### config.mk
export PLATFORM = sky130hd
export DESIGN_NAME = wb_mem_initiator
export DESIGN_NICKNAME = d
export VERILOG_FILES = /design/src/rtl/wb_mem_initiator.sv
export SDC_FILE = /design/constraint.sdc
export NUM_CORES = 1
export LEC_CHECK = 0
export ABC_CLOCK_PERIOD_IN_PS = 2900
export CAP_MARGIN = 20
export CORE_MARGIN = 2
export CORE_UTILIZATION = 48
export CTS_CLUSTER_SIZE = 12
export DETAILED_ROUTE_END_ITERATION = 8
export PLACE_DENSITY = 0.81
export RECOVER_POWER = 25
export SYNTH_ARGS = -nofsm -noshare
export SYNTH_HDL_FRONTEND = slang
export SYNTH_SLANG_ARGS = --single-unit
### constraint.sdc
create_clock -name i_clk -period 2.9 [get_ports i_clk]
set_input_delay 0.725 -clock i_clk [delete_from_list [all_inputs] [get_ports i_clk]]
set_output_delay 0.725 -clock i_clk [all_outputs]
set_load 0.1 [all_outputs]
### src/rtl/wb_mem_initiator.sv
// Wishbone pipelined-mode burst master driving one port of a BRAM-backed slave.
// Optional ack timeout abort: define WB_INITIATOR_TIMEOUT_EN.
module wb_mem_initiator #(
  parameter int DATA_WIDTH     = 32,
  parameter int ADDR_WIDTH     = 10,
  parameter int LEN_WIDTH      = 8,
  parameter int TIMEOUT_CYCLES = 255
) (
  input  logic                    i_clk,
  input  logic                    i_rst_n,
  input  logic                    i_cmd_valid,
  output logic                    o_cmd_ready,
  input  logic                    i_cmd_we,
  input  logic [ADDR_WIDTH-1:0]   i_cmd_addr,
  input  logic [LEN_WIDTH-1:0]    i_cmd_len,
  input  logic [DATA_WIDTH-1:0]   i_wr_data,
  input  logic                    i_wr_valid,
  output logic                    o_wr_ready,
  output logic [DATA_WIDTH-1:0]   o_rd_data,
  output logic                    o_rd_valid,
  output logic                    o_wb_cyc,
  output logic                    o_wb_stb,
  output logic                    o_wb_we,
  output logic [ADDR_WIDTH-1:0]   o_wb_addr,
  output logic [DATA_WIDTH-1:0]   o_wb_data,
  output logic [DATA_WIDTH/8-1:0] o_wb_sel,
  input  logic                    i_wb_stall,
  input  logic                    i_wb_ack,
  input  logic                    i_wb_err,
  input  logic [DATA_WIDTH-1:0]   i_wb_data,
  output logic                    o_done,
  output logic                    o_err
);

  localparam int CW = LEN_WIDTH + 1;

  typedef enum logic [1:0] {IDLE, ISSUE, DRAIN} state_t;

  state_t                state, state_n;
  logic                  we_q, we_n;
  logic [LEN_WIDTH-1:0]  len_q, len_n;
  logic [CW-1:0]         issued, issued_n;
  logic [CW-1:0]         acked, acked_n;
  logic [CW-1:0]         captured, captured_n;
  logic                  cyc, cyc_n;
  logic                  stb, stb_n;
  logic [ADDR_WIDTH-1:0] addr, addr_n;
  logic [DATA_WIDTH-1:0] wdata, wdata_n;
  logic [DATA_WIDTH-1:0] rdata, rdata_n;
  logic                  rvalid, rvalid_n;
  logic                  done, done_n;
  logic                  err, err_n;

  logic                  accept, ack, abort, tmo_hit, wr_fire, cmd_fire;
  logic [CW-1:0]         total, issued_inc, acked_inc;

  assign total      = {1'b0, len_q} + CW'(1);
  assign accept     = stb & ~i_wb_stall;
  assign ack        = cyc & i_wb_ack;
  assign abort      = cyc & (i_wb_err | tmo_hit);
  assign issued_inc = issued + CW'(accept);
  assign acked_inc  = acked + CW'(ack);

  // Ready is withheld during the o_done cycle so a new command starts one cycle later.
  assign o_cmd_ready = (state == IDLE) & ~done;
  assign cmd_fire    = i_cmd_valid & o_cmd_ready;

  // A write word is taken only when the request register is free and words remain.
  assign wr_fire = (state == ISSUE) & we_q & i_wr_valid & (~stb | ~i_wb_stall)
                 & (captured != total) & ~abort;

`ifdef WB_INITIATOR_TIMEOUT_EN
  localparam int TW = $clog2(TIMEOUT_CYCLES + 1);
  logic [TW-1:0] tmo;

  always_ff @(posedge i_clk) begin
    if (!i_rst_n || !cyc || ack || accept) tmo <= '0;
    else                                   tmo <= tmo + TW'(1);
  end

  assign tmo_hit = cyc & ~ack & ~accept & (tmo == TW'(TIMEOUT_CYCLES - 1));
`else
  // Timeout disabled: the comparison is constant false for any legal setting.
  assign tmo_hit = (TIMEOUT_CYCLES < 0);
`endif

  // NOTE: every signal gets its default first, so no path through the case infers a latch.
  always_comb begin
    state_n    = state;
    we_n       = we_q;
    len_n      = len_q;
    issued_n   = issued;
    acked_n    = acked;
    captured_n = captured;
    cyc_n      = cyc;
    stb_n      = stb;
    addr_n     = addr;
    wdata_n    = wdata;
    rdata_n    = rdata;
    rvalid_n   = 1'b0;
    done_n     = 1'b0;
    err_n      = 1'b0;

    case (state)
      IDLE: begin
        if (cmd_fire) begin
          we_n       = i_cmd_we;
          len_n      = i_cmd_len;
          addr_n     = i_cmd_addr;
          issued_n   = '0;
          acked_n    = '0;
          captured_n = '0;
          cyc_n      = 1'b1;
          state_n    = ISSUE;
        end
      end

      ISSUE, DRAIN: begin
        issued_n = issued_inc;
        acked_n  = acked_inc;
        if (accept) addr_n = addr + ADDR_WIDTH'(1);
        if (ack && !we_q) begin
          rdata_n  = i_wb_data;
          rvalid_n = 1'b1;
        end
        if (wr_fire) begin
          wdata_n    = i_wr_data;
          captured_n = captured + CW'(1);
        end

        if (abort) begin
          cyc_n    = 1'b0;
          stb_n    = 1'b0;
          rvalid_n = 1'b0;
          done_n   = 1'b1;
          err_n    = 1'b1;
          state_n  = IDLE;
        end else if (issued_inc == total && acked_inc == total) begin
          cyc_n   = 1'b0;
          stb_n   = 1'b0;
          done_n  = 1'b1;
          state_n = IDLE;
        end else if (issued_inc == total) begin
          stb_n   = 1'b0;
          state_n = DRAIN;
        end else if (state == ISSUE) begin
          if (!we_q)        stb_n = 1'b1;
          else if (wr_fire) stb_n = 1'b1;
          else if (accept)  stb_n = 1'b0;
        end
      end

      default: state_n = IDLE;
    endcase
  end

  // NOTE: registers use non-blocking assignment so all state updates see pre-edge values.
  always_ff @(posedge i_clk) begin
    if (!i_rst_n) begin
      state    <= IDLE;
      we_q     <= 1'b0;
      len_q    <= '0;
      issued   <= '0;
      acked    <= '0;
      captured <= '0;
      cyc      <= 1'b0;
      stb      <= 1'b0;
      addr     <= '0;
      wdata    <= '0;
      rdata    <= '0;
      rvalid   <= 1'b0;
      done     <= 1'b0;
      err      <= 1'b0;
    end else begin
      state    <= state_n;
      we_q     <= we_n;
      len_q    <= len_n;
      issued   <= issued_n;
      acked    <= acked_n;
      captured <= captured_n;
      cyc      <= cyc_n;
      stb      <= stb_n;
      addr     <= addr_n;
      wdata    <= wdata_n;
      rdata    <= rdata_n;
      rvalid   <= rvalid_n;
      done     <= done_n;
      err      <= err_n;
    end
  end

  assign o_wr_ready = wr_fire;
  assign o_rd_data  = rdata;
  assign o_rd_valid = rvalid;
  assign o_wb_cyc   = cyc;
  assign o_wb_stb   = stb;
  assign o_wb_we    = we_q;
  assign o_wb_addr  = addr;
  assign o_wb_data  = wdata;
  assign o_wb_sel   = '1;
  assign o_done     = done;
  assign o_err      = err;

endmodule

== Word level (Yosys, flattened, before mapping) ==
Index checks and enable logic that the tools add are counted.
Storage, ports and cells
  output and inout port bits: 86
  register bits after elaboration: 117
Operators by class
  reduce and logical (&&, ||, !) cells: 18
  equality and inequality tests: 11
  $add $sub $neg: 5
  bitwise logic cells: 17
  muxes and demuxes: 28
Operators by type and width (number)
  $pmux W9 S2: 3
  $mux W10: 2
  $pmux W10 S2: 1
  $add A9 B1 Y9: 2
  $eq A9 B9 Y1: 2
  $mux W9: 2
  $mux W1: 14
  $reduce_and A2 Y1: 6
  $reduce_and A3 Y1: 4
  $add A10 B1 Y10 const B: 1
  $and A1 B1 Y1: 10
  $add A8 B1 Y9 const B: 1
  $add A9 B1 Y9 const B: 1
  $ne A9 B9 Y1: 1
  $mux W2: 4
  $ne A2 B2 Y1 const B: 3
  $ne A6 B2 Y1 const B: 1
  $not A1 Y1: 6
  $ne A4 B4 Y1 const B: 1
  $pmux W2 S2: 1
  $reduce_bool A4 Y1: 1
  $ne A3 B3 Y1 const B: 1
  $reduce_or A3 Y1: 1
  $eq A2 B1 Y1 const B: 1
  8 further kinds: 9

== Longest topological paths before layout ==
  word-level depth: 12
  depth in mapped cells: 11
  gate-level depth less buffers: 10

== Worst setup path before layout ==
OpenSTA, ideal clock, no wires.
  path type: flip-flop to output port
  from: register len_q[1]
  to: output port o_wr_ready
  stages on the path, launching flop included: 8
  setup slack: -0.819 ns
  required time: 2.175 ns
  buffers on the path: 1
  arrival time: 2.994 ns
  path through: dfxtp_1 ha_1 and3_2 and3_1 xnor3_1 and4b_1 buf_6 a21oi_1
Between the ends
  word-level cells in the longest chain between the ends: 4
RTL lines
  from (decl): line 41  | logic [LEN_WIDTH-1:0] len_q, len_n;
  from (signal assigned): line 177  | len_q <= len_n;
  $add A8 B1 Y9: line 57  | assign total = {1'b0, len_q} + CW'(1);
  $ne A9 B9 Y1: line 70  | & (captured != total) & ~abort;
  $and A1 B1 Y1 (2 in a row): line 70
  to (decl): line 18  | output logic o_wr_ready,
No other way between the ends.

== Final worst setup path ==
Ends and elaborated chain as after synthesis.

==> run summary <==
IO Port Bufs: 171
ys flop type: dfxtp_1
Die H: 116 um
slowest stage delay, CP: 370 ps
Clock power frac: 0.353
CTS tree: done
Post-Synthesis Cells: 698
worst skew pair latency: 420 ps
max-cap violations: 0
Worst Hold End: o_rd_data[24]
Cell Chain, Critical Path: ha_4, and3_4, and3_4, xnor3_1, and4b_2, a21oi_4, buf_12
Setup CP Type: flip-flop to output port
unrepaired setup endpoints after global routing: true
Post-DP HPWL: 11,400 um
initial antenna violation count: 0
Hold-fix buffers, CTS: 0
Crit path required time: 2170 ps
DP Area: 7860 um^2
endpoints failing hold: 0
DR vias: 5,713
cell mode on critical path: and3_4
flops & latches, synth: 117
Slew @ Worst Pin: 1210 ps
Hold WC Path Type: flip-flop to flip-flop
row count: 41
Post-synth EDFFs: 0
nets: 986
filler instances: 984
crit start category: flip-flop
GR Overflow Total: 0
total power per unit cell area: 701 nW/um^2
htree depth: 4
fin crit share: 0.996
Post-synth ARST share: 0
I/O pin count: 176
Sw Ratio: 0.388
fmax: 0.346 GHz
Logic pwr share: 0.334
Post-Route WL: 16,200 um
multi-input logic area: 3470 um^2
Core Area: 12,500 um^2
Final min period: 2890 ps
CTS buffer count: 17
area grow syn2layout: 38.7%
number of global-route vias before repair: 5,452
Fin Setup TNS: 0 ps
clock tree sinks: 117
Critical Path Sink Type: output port
final instance area: 8400 um^2
worst r2r src: len_q[1]
CTS clock-pin slew for the worst setup and hold paths: 50 ps
Clk Tree Root Cell: clkbuf_16
n_diodes: 0
register area share after synthesis: 0.387
Psw: 0.00229 W
leak pwr: 3.10 nW
1st-pass router iterations: 5
Reg-to-Reg End: o_wb_data[0]
routed wire length per instance: 15.1 um
peak fanout along the critical path: 3
Synth cell types: 59
critical-path cell with the highest stage delay: dfxtp_4
worst path bufs/invs: 1
DR iter-0 viols: 332
yosys warns: 0
starting density of the core: 0.486
Int Power: 0.00360 W
reg2reg path depth: 11
Die X: 116 um
layout cells sized above 1: 0.215
hold path start: o_rd_data[24]
Peak supply drop: 0.431 mV
gr usage total: 0.236
# DRC: 0
Pwr Total: 0.00589 W
reg-to-reg slack, setup: 420 ps
first-pass GRT wire length: 25,300 um
Worst Setup SP: len_q[1]
post-route ant nets: 0
Netlist Area Pre-Place: 6060 um^2
Final Max Slew Viols: 0
Seq. cell area: 2350 um^2
# setup viols final: 0
CP delay by family, top: simple AND/OR/NAND/NOR gates
Seq pwr share: 0.313
gpl congestion: 0.940
crit path DAT: 2160 ps
syn avg cell area: 8.68 um^2
Slew headroom: 0.195
pin count of the biggest net entering global routing: 84
worst clock skew: 8.51 ps
run status: finished, final reports clean
Hold Path Cell Cnt: 2
clock buffer depth: 2
full die area: 13,500 um^2
drt via density: 5.34
power groups by stage:
stage / clock (W) / sequential [W] / combinational (W)
floorplan: 0 / 0.00243 / 0.000848
global placement: 0 / 0.00186 / 0.00192
detailed placement: 0 / 0.00186 / 0.00195
CTS: 0.00211 / 0.00184 / 0.00198
global route: 0.00218 / 0.00186 / 0.00208
finish: 0.00208 / 0.00184 / 0.00197
sequential cells by signal (all words and copies together), names as in the netlist:
name        cells
issued          9
o_wb_cyc        1
len_q           8
o_wb_we         1
o_wb_data      32
o_rd_data      32
acked           9
o_err           1
captured        9
o_wb_stb        1
state           2
o_rd_valid      1
o_done          1
o_wb_addr      10
synthesized netlist by cell type, types with 3 or more instances:
master / number / area (um^2)
o2bb2ai_1: 3 / 26.3
a21oi_1: 27 / 135
a22oi_1: 8 / 60.1
and2_1: 10 / 62.6
buf_4: 6 / 45.0
nand3_2: 22 / 220
nand4_1: 5 / 31.3
clkbuf_1: 29 / 109
xnor3_1: 5 / 113
nand2_1: 139 / 522
nor3_1: 8 / 40.0
o21ai_0: 33 / 165
mux2i_1: 11 / 110
ha_1: 11 / 138
nor4_1: 3 / 18.8
nand3b_1: 5 / 37.5
buf_2: 3 / 15.0
nand3_1: 31 / 155
xnor2_1: 25 / 219
and4_1: 7 / 61.3
dfxtp_1: 117 / 2340
o21ai_2: 28 / 245
xor2_1: 13 / 114
nor2b_1: 25 / 156
buf_6: 4 / 45.0
nor2_1: 16 / 60.1
a21o_1: 7 / 52.6
inv_1: 13 / 48.8
and3_1: 4 / 25.0
a21boi_0: 34 / 255
o21a_1: 6 / 45.0
or3_1: 4 / 25.0
nor3b_1: 3 / 22.5
per-stage QoR:
step                 util  hold WS (ps)  cells  setup WS (ps)
floorplan               -           470    701           35.1
global placement    0.631           446   1033           -145
detailed placement  0.631           451   1033           -288
CTS                 0.683           464   1068           6.55
global route        0.674           472   1070          -55.1
finish              0.674           460   1070           11.3
layout make-up:
class | instances | share of cell area
timing repair buffer | 212 | 0.206
multi-input combinational | 524 | 0.413
clock inverter | 14 | 0.0182
inverter | 13 | 0.00581
clock buffer | 18 | 0.0523
sequential | 117 | 0.280
tap | 172 | 0.0256
cell families after synthesis:
| group | Yosys count | synth area share |
|---|---|---|
| simple gates | 286 | 0.243 |
| flops | 117 | 0.387 |
| buf+inv | 60 | 0.0539 |
| mux | 11 | 0.0182 |
| compound gates | 169 | 0.202 |
| other cells | 1 | 0.000619 |
| xor+xnor | 43 | 0.0735 |
| fa+ha+maj | 11 | 0.0227 |
cells in the final DEF, fill, tap and decap left out, types with 8 or more instances in the layout:
master,instances
buf_4,80
a21oi_1,26
nor2_1,16
dfxtp_1,110
xor2_1,12
o21ai_2,28
and2_1,9
clkbuf_16,17
nand3_1,30
xnor2_1,24
clkbuf_1,39
inv_1,13
o21ai_0,33
nor2b_1,25
clkdlybuf4s50_1,88
nand3_2,23
nand2_1,139
a22oi_1,8
a21boi_0,34
nor3_1,8
mux2i_1,11
ha_1,8
layer usage:
| metal | vias to the layer above | track usage | share of wire |
|---|---|---|---|
| met5 | - | 0 | 0 |
| met4 | 0 | 0.104 | 0.025 |
| met3 | 47 | 0.0804 | 0.079 |
| met2 | 229 | 0.400 | 0.50 |
| met1 | 2643 | 0.272 | 0.40 |
| li1 | 2794 | - | - |
timing repair:
item | in CTS | in global routing
endpoints found under the setup margin | 1 | 6
buffers inserted | 3 | 2
gates resized for setup | 10 | 9
pin swaps | 4 | 2
worst register-to-register path, stage by stage, from the launching register on:
cell,delay [ps]
dfxtp_4,370
ha_4,150
and3_4,200
and3_4,190
xnor3_1,210
and4b_2,250
buf_4,180
a211oi_4,280
buf_12,210
buf_4,190
nand3_1,90
o21ai_0,90
worst max-delay path by stage:
stage            endpoint  slack [ps]  cells past startpoint
4_1_cts        o_wr_ready           7                      8
2_1_floorplan    state[1]          40                     10
5_1_grt        o_wr_ready         -60                      7
6_report       o_wr_ready          10                      7
3_3_place_gp     state[1]        -140                     10
3_5_place_dp     state[1]        -290                     11
Power figures use the tool's default switching activity.
